## src/rtl/bist_controller.sv

```systemverilog
// Logic-BIST sequencer for the s9234 wrapper: drives TPG reset, bist_en and scan_en, compacts scan-out into a 7-bit MISR.
// Optional macro BIST_ABORT_EN adds an 'abort' input that ends a run early with pass forced low.
module bist_controller #(
    parameter int          CHAIN_LEN    = 33,
    parameter int          NUM_PATTERNS = 256,
    parameter int          CNT_W        = 16,
    parameter logic [6:0]  GOLDEN_SIG   = 7'h00
) (
    input  logic             CK,
    input  logic             reset_n,
    input  logic             start,
`ifdef BIST_ABORT_EN
    input  logic             abort,
`endif
    input  logic [6:0]       so_chain,
    output logic             scan_en,
    output logic             bist_en,
    output logic             tpg_reset,
    output logic             busy,
    output logic             done,
    output logic             pass,
    output logic [6:0]       signature,
    output logic [CNT_W-1:0] pattern_cnt
);

    typedef enum logic [2:0] {
        ST_IDLE,
        ST_INIT,
        ST_SHIFT,
        ST_CAPTURE,
        ST_UNLOAD,
        ST_DONE
    } state_t;

    localparam logic [CNT_W-1:0] CNT_ONE    = CNT_W'(1);
    localparam logic [CNT_W-1:0] SHIFT_LAST = CNT_W'(CHAIN_LEN - 1);
    localparam logic [CNT_W-1:0] PAT_MAX    = CNT_W'(NUM_PATTERNS);

    // Parameter sanity checks fire at elaboration; they produce no hardware.
    if (CHAIN_LEN < 1) begin : g_bad_chain_len
        $fatal(1, "bist_controller: CHAIN_LEN must be >= 1");
    end
    if (NUM_PATTERNS < 1) begin : g_bad_num_patterns
        $fatal(1, "bist_controller: NUM_PATTERNS must be >= 1");
    end
    if (longint'(NUM_PATTERNS) >= (longint'(1) << CNT_W)) begin : g_bad_cnt_w
        $fatal(1, "bist_controller: NUM_PATTERNS must be < 2**CNT_W");
    end
    if (longint'(CHAIN_LEN) > (longint'(1) << CNT_W)) begin : g_bad_shift_w
        $fatal(1, "bist_controller: CHAIN_LEN does not fit the shift counter");
    end

    state_t             state_q, state_d;
    logic [CNT_W-1:0]   shift_cnt_q, shift_cnt_d;
    logic [CNT_W-1:0]   pattern_cnt_q, pattern_cnt_d;
    logic [6:0]         misr_q, misr_d;
    logic               pass_q, pass_d;
    logic               scan_en_q, scan_en_d;
    logic               bist_en_q, bist_en_d;
    logic               tpg_reset_q, tpg_reset_d;
    logic               busy_q, busy_d;
    logic               done_q, done_d;
    logic [6:0]         misr_upd;
    logic               shift_last;
    logic               pattern_last;

    // MISR feedback polynomial x^7 + x^6 + 1
    assign misr_upd = {misr_q[5] ^ misr_q[6] ^ so_chain[6],
                       misr_q[4:0] ^ so_chain[5:1],
                       misr_q[6] ^ so_chain[0]};

    assign shift_last   = (shift_cnt_q == SHIFT_LAST);
    assign pattern_last = ((pattern_cnt_q + CNT_ONE) == PAT_MAX);

    always_comb begin
        state_d       = state_q;
        shift_cnt_d   = shift_cnt_q;
        pattern_cnt_d = pattern_cnt_q;
        misr_d        = misr_q;
        pass_d        = pass_q;

        case (state_q)
            ST_IDLE, ST_DONE: begin
                if (start) begin
                    state_d       = ST_INIT;
                    shift_cnt_d   = '0;
                    pattern_cnt_d = '0;
                    misr_d        = '0;
                    pass_d        = 1'b0;
                end
            end
            ST_INIT: begin
                state_d       = ST_SHIFT;
                shift_cnt_d   = '0;
                pattern_cnt_d = '0;
                misr_d        = '0;
            end
            ST_SHIFT: begin
                // The first load only flushes unknown chain contents, so it is not compacted.
                if (pattern_cnt_q != '0) begin
                    misr_d = misr_upd;
                end
                if (shift_last) begin
                    shift_cnt_d = '0;
                    state_d     = ST_CAPTURE;
                end else begin
                    shift_cnt_d = shift_cnt_q + CNT_ONE;
                end
            end
            ST_CAPTURE: begin
                if (pattern_cnt_q != PAT_MAX) begin
                    pattern_cnt_d = pattern_cnt_q + CNT_ONE;
                end
                state_d = pattern_last ? ST_UNLOAD : ST_SHIFT;
            end
            ST_UNLOAD: begin
                misr_d = misr_upd;
                if (shift_last) begin
                    shift_cnt_d = '0;
                    state_d     = ST_DONE;
                    pass_d      = (misr_upd == GOLDEN_SIG);
                end else begin
                    shift_cnt_d = shift_cnt_q + CNT_ONE;
                end
            end
            default: begin
                state_d = ST_IDLE;
            end
        endcase

`ifdef BIST_ABORT_EN
        // Abort freezes signature and pattern count so a failing run can be inspected.
        if (abort && (state_q == ST_INIT || state_q == ST_SHIFT ||
                      state_q == ST_CAPTURE || state_q == ST_UNLOAD)) begin
            state_d       = ST_DONE;
            shift_cnt_d   = '0;
            pattern_cnt_d = pattern_cnt_q;
            misr_d        = misr_q;
            pass_d        = 1'b0;
        end
`endif
    end

    // Outputs are decoded from the next state and registered so they line up with state_q.
    always_comb begin
        scan_en_d   = 1'b0;
        bist_en_d   = 1'b0;
        tpg_reset_d = 1'b1;
        busy_d      = 1'b0;
        done_d      = 1'b0;
        case (state_d)
            ST_INIT: begin
                scan_en_d   = 1'b1;
                bist_en_d   = 1'b1;
                busy_d      = 1'b1;
            end
            ST_SHIFT, ST_UNLOAD: begin
                scan_en_d   = 1'b1;
                bist_en_d   = 1'b1;
                tpg_reset_d = 1'b0;
                busy_d      = 1'b1;
            end
            ST_CAPTURE: begin
                bist_en_d   = 1'b1;
                tpg_reset_d = 1'b0;
                busy_d      = 1'b1;
            end
            ST_DONE: begin
                done_d      = 1'b1;
            end
            default: begin
                tpg_reset_d = 1'b1;
            end
        endcase
    end

    always_ff @(posedge CK or negedge reset_n) begin
        if (!reset_n) begin
            state_q       <= ST_IDLE;
            shift_cnt_q   <= '0;
            pattern_cnt_q <= '0;
            misr_q        <= '0;
            pass_q        <= 1'b0;
            scan_en_q     <= 1'b0;
            bist_en_q     <= 1'b0;
            tpg_reset_q   <= 1'b1;
            busy_q        <= 1'b0;
            done_q        <= 1'b0;
        end else begin
            state_q       <= state_d;
            shift_cnt_q   <= shift_cnt_d;
            pattern_cnt_q <= pattern_cnt_d;
            misr_q        <= misr_d;
            pass_q        <= pass_d;
            scan_en_q     <= scan_en_d;
            bist_en_q     <= bist_en_d;
            tpg_reset_q   <= tpg_reset_d;
            busy_q        <= busy_d;
            done_q        <= done_d;
        end
    end

    assign scan_en     = scan_en_q;
    assign bist_en     = bist_en_q;
    assign tpg_reset   = tpg_reset_q;
    assign busy        = busy_q;
    assign done        = done_q;
    assign pass        = pass_q;
    assign signature   = misr_q;
    assign pattern_cnt = pattern_cnt_q;

endmodule

```

## config.mk

```make
export PLATFORM = sky130hd
export DESIGN_NAME = bist_controller
export DESIGN_NICKNAME = d
export VERILOG_FILES = /design/src/rtl/bist_controller.sv
export SDC_FILE = /design/constraint.sdc
export NUM_CORES = 1
export LEC_CHECK = 0
export CORE_UTILIZATION = 40
export CTS_CLUSTER_DIAMETER = 40
export CTS_CLUSTER_SIZE = 16
export DETAILED_ROUTE_END_ITERATION = 8
export RECOVER_POWER = 50
export SLEW_MARGIN = 20
export SYNTH_ARGS = -nofsm -noshare
export SYNTH_HDL_FRONTEND = slang
export SYNTH_SLANG_ARGS = --single-unit
```

## constraint.sdc

```tcl
create_clock -name CK -period 3.7 [get_ports CK]
set_clock_uncertainty 0.1 [all_clocks]
set_input_delay 0.555 -clock CK [delete_from_list [all_inputs] [get_ports CK]]
set_output_delay 0.555 -clock CK [all_outputs]
set_load 0.05 [all_outputs]
```

=== Word level (Yosys, flattened, before mapping) ===
Index checks and enable logic that the tools add are counted.

* Equality and inequality tests: 17
* Multiply operators: 0
* Add/subtract/negate cells: 2
* Reduce and logical (&&, ||, !) cells: 16
* Bitwise operators: 4
* Shift operators: 0
* Magnitude comparators: 0
* Divide/modulo/power cells: 0
* Muxes and demuxes: 20

{| class="wikitable"
|+ Operators with widths
! operator !! number
|-
| $pmux W16 S3 || 2
|-
| $mux W16 || 3
|-
| $add A16 B1 Y16 const B || 2
|-
| $pmux W7 S4 || 1
|-
| $eq A16 B6 Y1 const B || 1
|-
| $eq A16 B9 Y1 const B || 1
|-
| $ne A16 B9 Y1 const B || 1
|-
| $reduce_bool A16 Y1 || 1
|-
| $pmux W3 S5 || 1
|-
| $mux W7 || 2
|-
| $eq A3 B2 Y1 const B || 4
|-
| $eq A3 B3 Y1 const B || 4
|-
| $mux W3 || 4
|-
| $reduce_and A3 Y1 || 3
|-
| $ne A2 B2 Y1 const B || 4
|-
| $logic_not A7 Y1 || 1
|-
| $eq A3 B1 Y1 const B || 2
|-
| $mux W1 || 6
|-
| $reduce_bool A3 Y1 || 2
|-
| $reduce_or A3 Y1 || 2
|-
| $xor A5 B5 Y5 || 1
|-
| $reduce_bool A4 Y1 || 1
|-
| $reduce_or A2 Y1 || 2
|-
| $reduce_or A4 Y1 || 1
|-
| 5 further kinds || 7
|}

* Logic and storage cells: 68
* Bits of input ports: 10
* Memory bits (read-only): 0
* Output and inout port bits: 29
* Bits in latches: 0
* Register bits: 47
* Bits in writable memories: 0
* Memories kept: 0

=== Depth between registers and ports, before layout ===
Gate-level depths: netlist (run 1).

* Depth after elaboration: 7
* Gate-level depth with buffers: 11
* Depth with buffers taken out: 8

=== Least setup slack after synthesis (run 1) ===
OpenSTA, ideal clock, no wires.

* Path kind: flip-flop to flip-flop
* Start point: reg pattern_cnt_q[0] (netlist: pattern_cnt[0])
* End point: reg state_q[1]
* Arrival: 2.570 ns
* Cell stages (with the launch flop): 8
* Path slack: 0.911 ns
* Path through: dfrtp_1 -> ha_1 -> nand4_1 -> nor3_1 -> xnor2_1 -> nand3_1 -> or4_1 -> o21ba_1

* Cells in the longest elaborated chain, start to end: 4

{| class="wikitable"
|+ RTL lines
! element !! line !! text
|-
| from (decl) || 55 || <nowiki>logic [CNT_W-1:0] pattern_cnt_q, pattern_cnt_d;</nowiki>
|-
| from (signal assigned) || 192 || <nowiki>pattern_cnt_q <= pattern_cnt_d;</nowiki>
|-
| $add A16 B1 Y16 || 73 || <nowiki>assign pattern_last = ((pattern_cnt_q + CNT_ONE) == PAT_MAX);</nowiki>
|-
| $eq A16 B9 Y1 || 73 ||
|-
| $mux W3 || 114 || <nowiki>state_d = pattern_last ? ST_UNLOAD : ST_SHIFT;</nowiki>
|-
| $pmux W3 S5 || 82 || <nowiki>case (state_q)</nowiki>
|-
| net state_d[1] || 53 || <nowiki>state_t state_q, state_d;</nowiki>
|-
| to (signal assigned) || 190 || <nowiki>state_q <= state_d;</nowiki>
|-
| to (decl) || 53 ||
|}

The timed path passes the listed nets, and every way through them passes these cells.
A chain may end at the register's enable or synchronous reset.

=== Final worst setup path (run 1) ===
Same ends and word-level chain as after synthesis.

==> flow_summary.ini, run 1 <==
[run_status]
status = completed

[sta]
clock.fmax_ghz = 0.362
holdWs_ns = 0.413
setup_violations = 0
tightest_slew_ns = 1.47
final_max_slew_viol_count = 0
rsz0062_at_grt = no
finalCriticalPeriod_ns = 2.77
fin_crit_sh = 0.747
hold_violations = 0
relSlewSlack = 0.0196
finalSetupTns_ns = 0

[logic_synthesis]
async_flop_share = 1.00
yosysTopAreaCell = dfrtp_1
syn_inst = 344
synth_seq_cells = 47
synth_edf_count = 0
synth_flop_cell = dfrtp_1
synth_area_um2 = 2910
synth_seq_area_share = 0.405
ys.warnings.count = 0
synth_area_per_cell_um2 = 8.46
synthesis.nets = 359
netlist.area_leader.share = 0.396
yosys-top-cells-area = dfrtp_1, o21ai_0, nand2_1
synth_cell_type_count = 50

[route]
firstDrtPassIters = 4
drt_wl_total_mm = 6.89
post_drt_wl_per_cell_um = 14.8
drc_errors = 0
drtIter0Drc = 99
detail-route-antenna-nets = 0
num_vias = 2553
vias_per_cell = 5.49

[placed_design]
placed_cell_area_um2 = 3290
place_hpwl_mm = 4.75
portBuffers = 38
place_inst = 457
place.gp.congestion = 0.828

[critical_path]
start_kind = register
r2r-start = pattern_cnt[0]
worst-path-max-fanout = 11
cp-startpoint = pattern_cnt[0]
path_class = reg -> reg
cp.arrival_ns = 2.86
cp-end-kind = register
cp.required_ns = 3.79

[die]
die_y_um = 87.3
die_w_um = 87.3
io_pins = 39
dieArea_um2 = 7620
start_util = 0.421
num_rows = 30
core-area_um2 = 6910

[clock_network]
path_clk_slew_ns = 0.09
h-tree-depth = 2
cts_sinks = 47
clk_path_buf_depth = 2
cts_made_buffers = 5
cts_tree = built
cts_resized = 0
cts_root_buffer = clkbuf_8
clkLatencyLatePin_ns = 0.30
cts_hold_buf = 0
cts_setup_buffers = 0

[min_path]
hp-class = reg -> reg
hp-start = pass

[layout]
diodes = 0
layout-drive-gt1-share = 0.0596
stdcell_count = 465
utilization = 0.491
fin_area_um2 = 3390
final_nets = 383
layout-area-overhead-vs-synth_pct = 16.4

[grt]
grt-ovfl-total = 0
grt_pass1_wl_mm = 11.9
grt_pass1_vias = 2497
track_usage = 0.198
grt_max_degree = 28
grt_antenna_before_repair = 0

[job]
maxCapViolations = 0

[power]
p_int_mw = 1.03
p_leak_nw = 1.31
clockPowerShare = 0.203
combPwrFrac = 0.395
power.switching_mw = 0.698
switching_share = 0.403
p_per_area_nw_per_um2 = 511
worst_ir_drop_vdd_v = 0.000352
power_frac_seq = 0.402
[power by group through the flow]
stage               Combinational (mW)  Clock [mW]  Sequential (mW)
finish                           0.685       0.351            0.696
global route                     0.757       0.387            0.715
CTS                              0.701       0.364            0.698
detailed placement               0.699           0            0.708
global placement                 0.693           0            0.705
floorplan                        0.349           0            0.854
[flip-flops by register name (all words and copies together), names as in the netlist]
name / cells
done: 1
pass: 1
scan_en: 1
signature: 7
busy: 1
state_q: 3
pattern_cnt: 16
shift_cnt_q: 16
tpg_reset: 1
[layer usage]
| metal | GRT usage | vias up | part of all wire |
|---|---|---|---|
| li1 | - | 1268 | - |
| met1 | 0.263 | 1242 | 0.49 |
| met2 | 0.330 | 37 | 0.47 |
| met3 | 0.0294 | 6 | 0.027 |
| met4 | 0.0641 | 0 | 0.0086 |
| met5 | 0 | - | 0 |
[metrics by stage]
step / power (mW) / setup WS [ns]
after CTS: 1.76 / 0.963
final: 1.73 / 0.935
after detailed placement: 1.41 / 0.988
after global placement: 1.40 / 1.01
after floorplan: 1.20 / 0.911
after global routing: 1.86 / 0.736
[worst paths after layout]
path	slack [ns]	depth (start not counted)	to
worst max register to register	0.93	7	state_q[1]
worst min register to register	0.41	1	pass
worst min-delay path	0.41	1	pass
min in group asynchronous	0.49	1	shift_cnt_q[10]
max in group asynchronous	1.27	2	pattern_cnt[15]
worst max-delay path	0.93	7	state_q[1]
[logic make-up after synthesis]
family	share of synthesized area
AOI/OAI and AO/OA	0.183
adders and majority gates	0.0215
and+or+nand+nor	0.249
xor gates and xnor gates	0.0451
buffers and inverters	0.0593
DFF	0.405
muxes	0.0374
[cells in the final DEF (no fill, tap or decap), drive strengths merged, types with 3 or more instances in the layout]
cell type	count
a21o	3
a21oi	15
a31oi	3
and2	4
and3	4
and4	3
clkbuf	9
clkdlybuf4s50	28
dfrtp	46
dlygate4sd3	9
ha	5
inv	9
mux2	7
mux2i	3
nand2	37
nand2b	10
nand3	13
nand4	9
nor2	37
nor3	9
nor4	8
o21ai	46
o31ai	10
xnor2	12
xor2	3
[critical path, stage by stage, from the launching register on]
cell,delay [ns]
dfrtp_1,0.54
ha_1,0.35
nand4_1,0.23
nor3_1,0.51
xnor2_1,0.18
nand4_1,0.11
or4_1,0.43
o21ba_1,0.21
[cells in the mapped netlist (2+ instances only)]
cell / count
a21o_1: 3
a21oi_1: 14
a22o_1: 2
a31oi_1: 2
and2_1: 3
and3_1: 4
and4_1: 3
buf_2: 8
buf_4: 6
buf_6: 2
clkbuf_1: 7
dfrtp_1: 46
ha_1: 5
inv_1: 9
mux2_2: 7
mux2i_1: 3
nand2_1: 37
nand2b_1: 10
nand3_1: 13
nand4_1: 8
nor2_1: 37
nor3_1: 9
nor3b_1: 2
nor4_1: 8
nor4b_1: 2
o21ai_0: 45
o22ai_1: 2
o31ai_1: 10
o41ai_1: 2
or4_1: 2
xnor2_1: 12
xor2_1: 3
[cell type report]
cell class | count | area (um2)
fillers | 671 | 3520
multi-input cells | 264 | 1560
clock inverters | 1 | 7.51
flip-flops and latches | 47 | 1180
clock buffers | 7 | 96.3
inverters | 9 | 33.8
well taps | 96 | 120
repair buffers | 41 | 393
No activity file was read; power rests on OpenSTA's default activity.
==> run 2, diff against run 1 <==
- clock period: 3.7 -> 2.72 ns (I/O delays scaled with it)
==> run 2 against run 1 <==
Via count rose by 2.2%; critical path type unchanged; power rose by 42%; flip-flop and latch count did not move; non-clock buffer count rose by 10; clock-buffer cell count fell by 1; highest routed layer unchanged; sequential power rose by 33%; cell area rose by 3.1%; clock power rose by 57%; routed wire length fell by 1.7%; hold slack got worse by 0.098 ns; cell count rose by 2.2%.
==> flow_summary.ini, run 2 (synthesis gave the netlist of run 1 again) <==
[run_status]
status = completed

[critical_path]
r2r-start = pattern_cnt[0]
cpPeakStageDelay_ns = 0.53
crit_end = state_q[1]
cp.arrival_ns = 2.56
worst-path-max-fanout = 7
worst-path-stages = 7
cp-end-kind = register
cp.required_ns = 2.83
reg2reg_to = state_q[1]
cp_cell_sequence = ha_1 > nand4_1 > nor3_1 > xnor2_1 > nand3_1 > or4_1 > o21ba_1
start_kind = register
critical_path_buf_inv_count = 0
critPathSlowestCell = or4_1
path_class = reg -> reg
cp-startpoint = pattern_cnt[0]
crit_family = simple AND/OR/NAND/NOR gates
reg2reg_depth = 7
r2r_slack_ns = 0.26

[sta]
final_max_slew_viol_count = 0
tightest_slew_ns = 1.41
hold_violations = 0
finalCriticalPeriod_ns = 2.46
finalSetupTns_ns = 0
relSlewSlack = 0.0590
layout_setup_ws_ns = 0.262
fin_crit_sh = 0.904
setup_violations = 0
rsz0062_at_grt = no
clock.fmax_ghz = 0.407

[layout]
fillCellCount = 681
multi_input_area_um2 = 1560
fin_area_um2 = 3490
layout-area-overhead-vs-synth_pct = 20.0
stdcell_count = 475
layout-drive-gt1-share = 0.0897
regArea_um2 = 1180
utilization = 0.506
mostFrequentLayoutCell = o21ai_0
diodes = 0
final_cell_mix = o21ai_0, dfrtp_1, nand2_1, nor2_1, clkdlybuf4s50_1
final_nets = 393

[route]
drc_errors = 0
num_vias = 2610
detail-route-antenna-nets = 0
firstDrtPassIters = 5
drtIter0Drc = 190
vias_per_cell = 5.49
post_drt_wl_per_cell_um = 14.3
drt_wl_total_mm = 6.77

[clock_network]
cts_tree = built
cts_hold_buf = 0
h-tree-depth = 2
path_clk_slew_ns = 0.09
cts_made_buffers = 5
clkLatencyLatePin_ns = 0.31
cts_setup_buffers = 0
cts_root_buffer = clkbuf_8
cts_resized = 0
clk_path_buf_depth = 2
cts_sinks = 47

[job]
maxCapViolations = 0

[die]
io_pins = 39
num_rows = 30
core-area_um2 = 6910
die_w_um = 87.3
dieArea_um2 = 7620
die_y_um = 87.3
start_util = 0.421

[grt]
grt-ovfl-total = 0
grt_antenna_before_repair = 0
grt_max_degree = 26
track_usage = 0.190
grt_pass1_vias = 2307
grt_pass1_wl_mm = 11.2

[placed_design]
placed_cell_area_um2 = 3380
place_inst = 467
place_hpwl_mm = 4.77
dp_worst_setup_slack_ns = 0.267
place.gp.congestion = 0.933
portBuffers = 38

[power]
p_per_area_nw_per_um2 = 705
p_leak_nw = 1.38
worst_ir_drop_vdd_v = 0.000518

[min_path]
hp-class = in -> async
run 2: per-layer routing:
metal / up-vias / track usage / routed length (um)
met5: - / 0 / 0
met4: 0 / 0.0671 / 108
met3: 10 / 0.0313 / 291
met2: 62 / 0.309 / 3200
met1: 1247 / 0.254 / 3180
li1: 1291 / - / -
run 2: how the worst min path moves through the flow:
stage                            to  slack, ns
floorplan                      busy       0.01
global placement     pattern_cnt[7]       0.37
detailed placement   pattern_cnt[7]       0.37
CTS                      state_q[2]       0.03
global route        pattern_cnt[15]       0.44
finish               pattern_cnt[7]       0.31
run 2: worst reg2reg max path, cell delays in order (launching register included):
cell and delay [ns]:
dfrtp_2 0.37, ha_1 0.27, nand4_1 0.24, nor3_1 0.41, xnor2_1 0.17, nand3_1 0.08, or4_1 0.53, o21ba_1 0.20
run 2: where the power goes:
part	total [mW]	switching [mW]	internal, mW	leakage, nW
registers	0.926	0.113	0.813	0.616
logic	0.985	0.599	0.386	0.707
clock network	0.552	0.249	0.303	0.0618
total	2.46	0.961	1.50	1.38
run 2: final cells by class:
class                   count  share of cell area
clock inverters             2              0.0111
inverters                   9             0.00967
flip-flops and latches     47               0.338
clock buffers               6              0.0236
multi-input cells         264               0.447
repair buffers             51               0.137
well taps                  96              0.0344
run 2: metrics by stage:
step	hold WS, ns	total power [mW]
2_1_floorplan	0.0124	1.64
3_3_place_gp	0.366	1.93
3_5_place_dp	0.367	1.94
4_1_cts	0.0285	2.50
5_1_grt	0.437	2.61
6_report	0.315	2.46
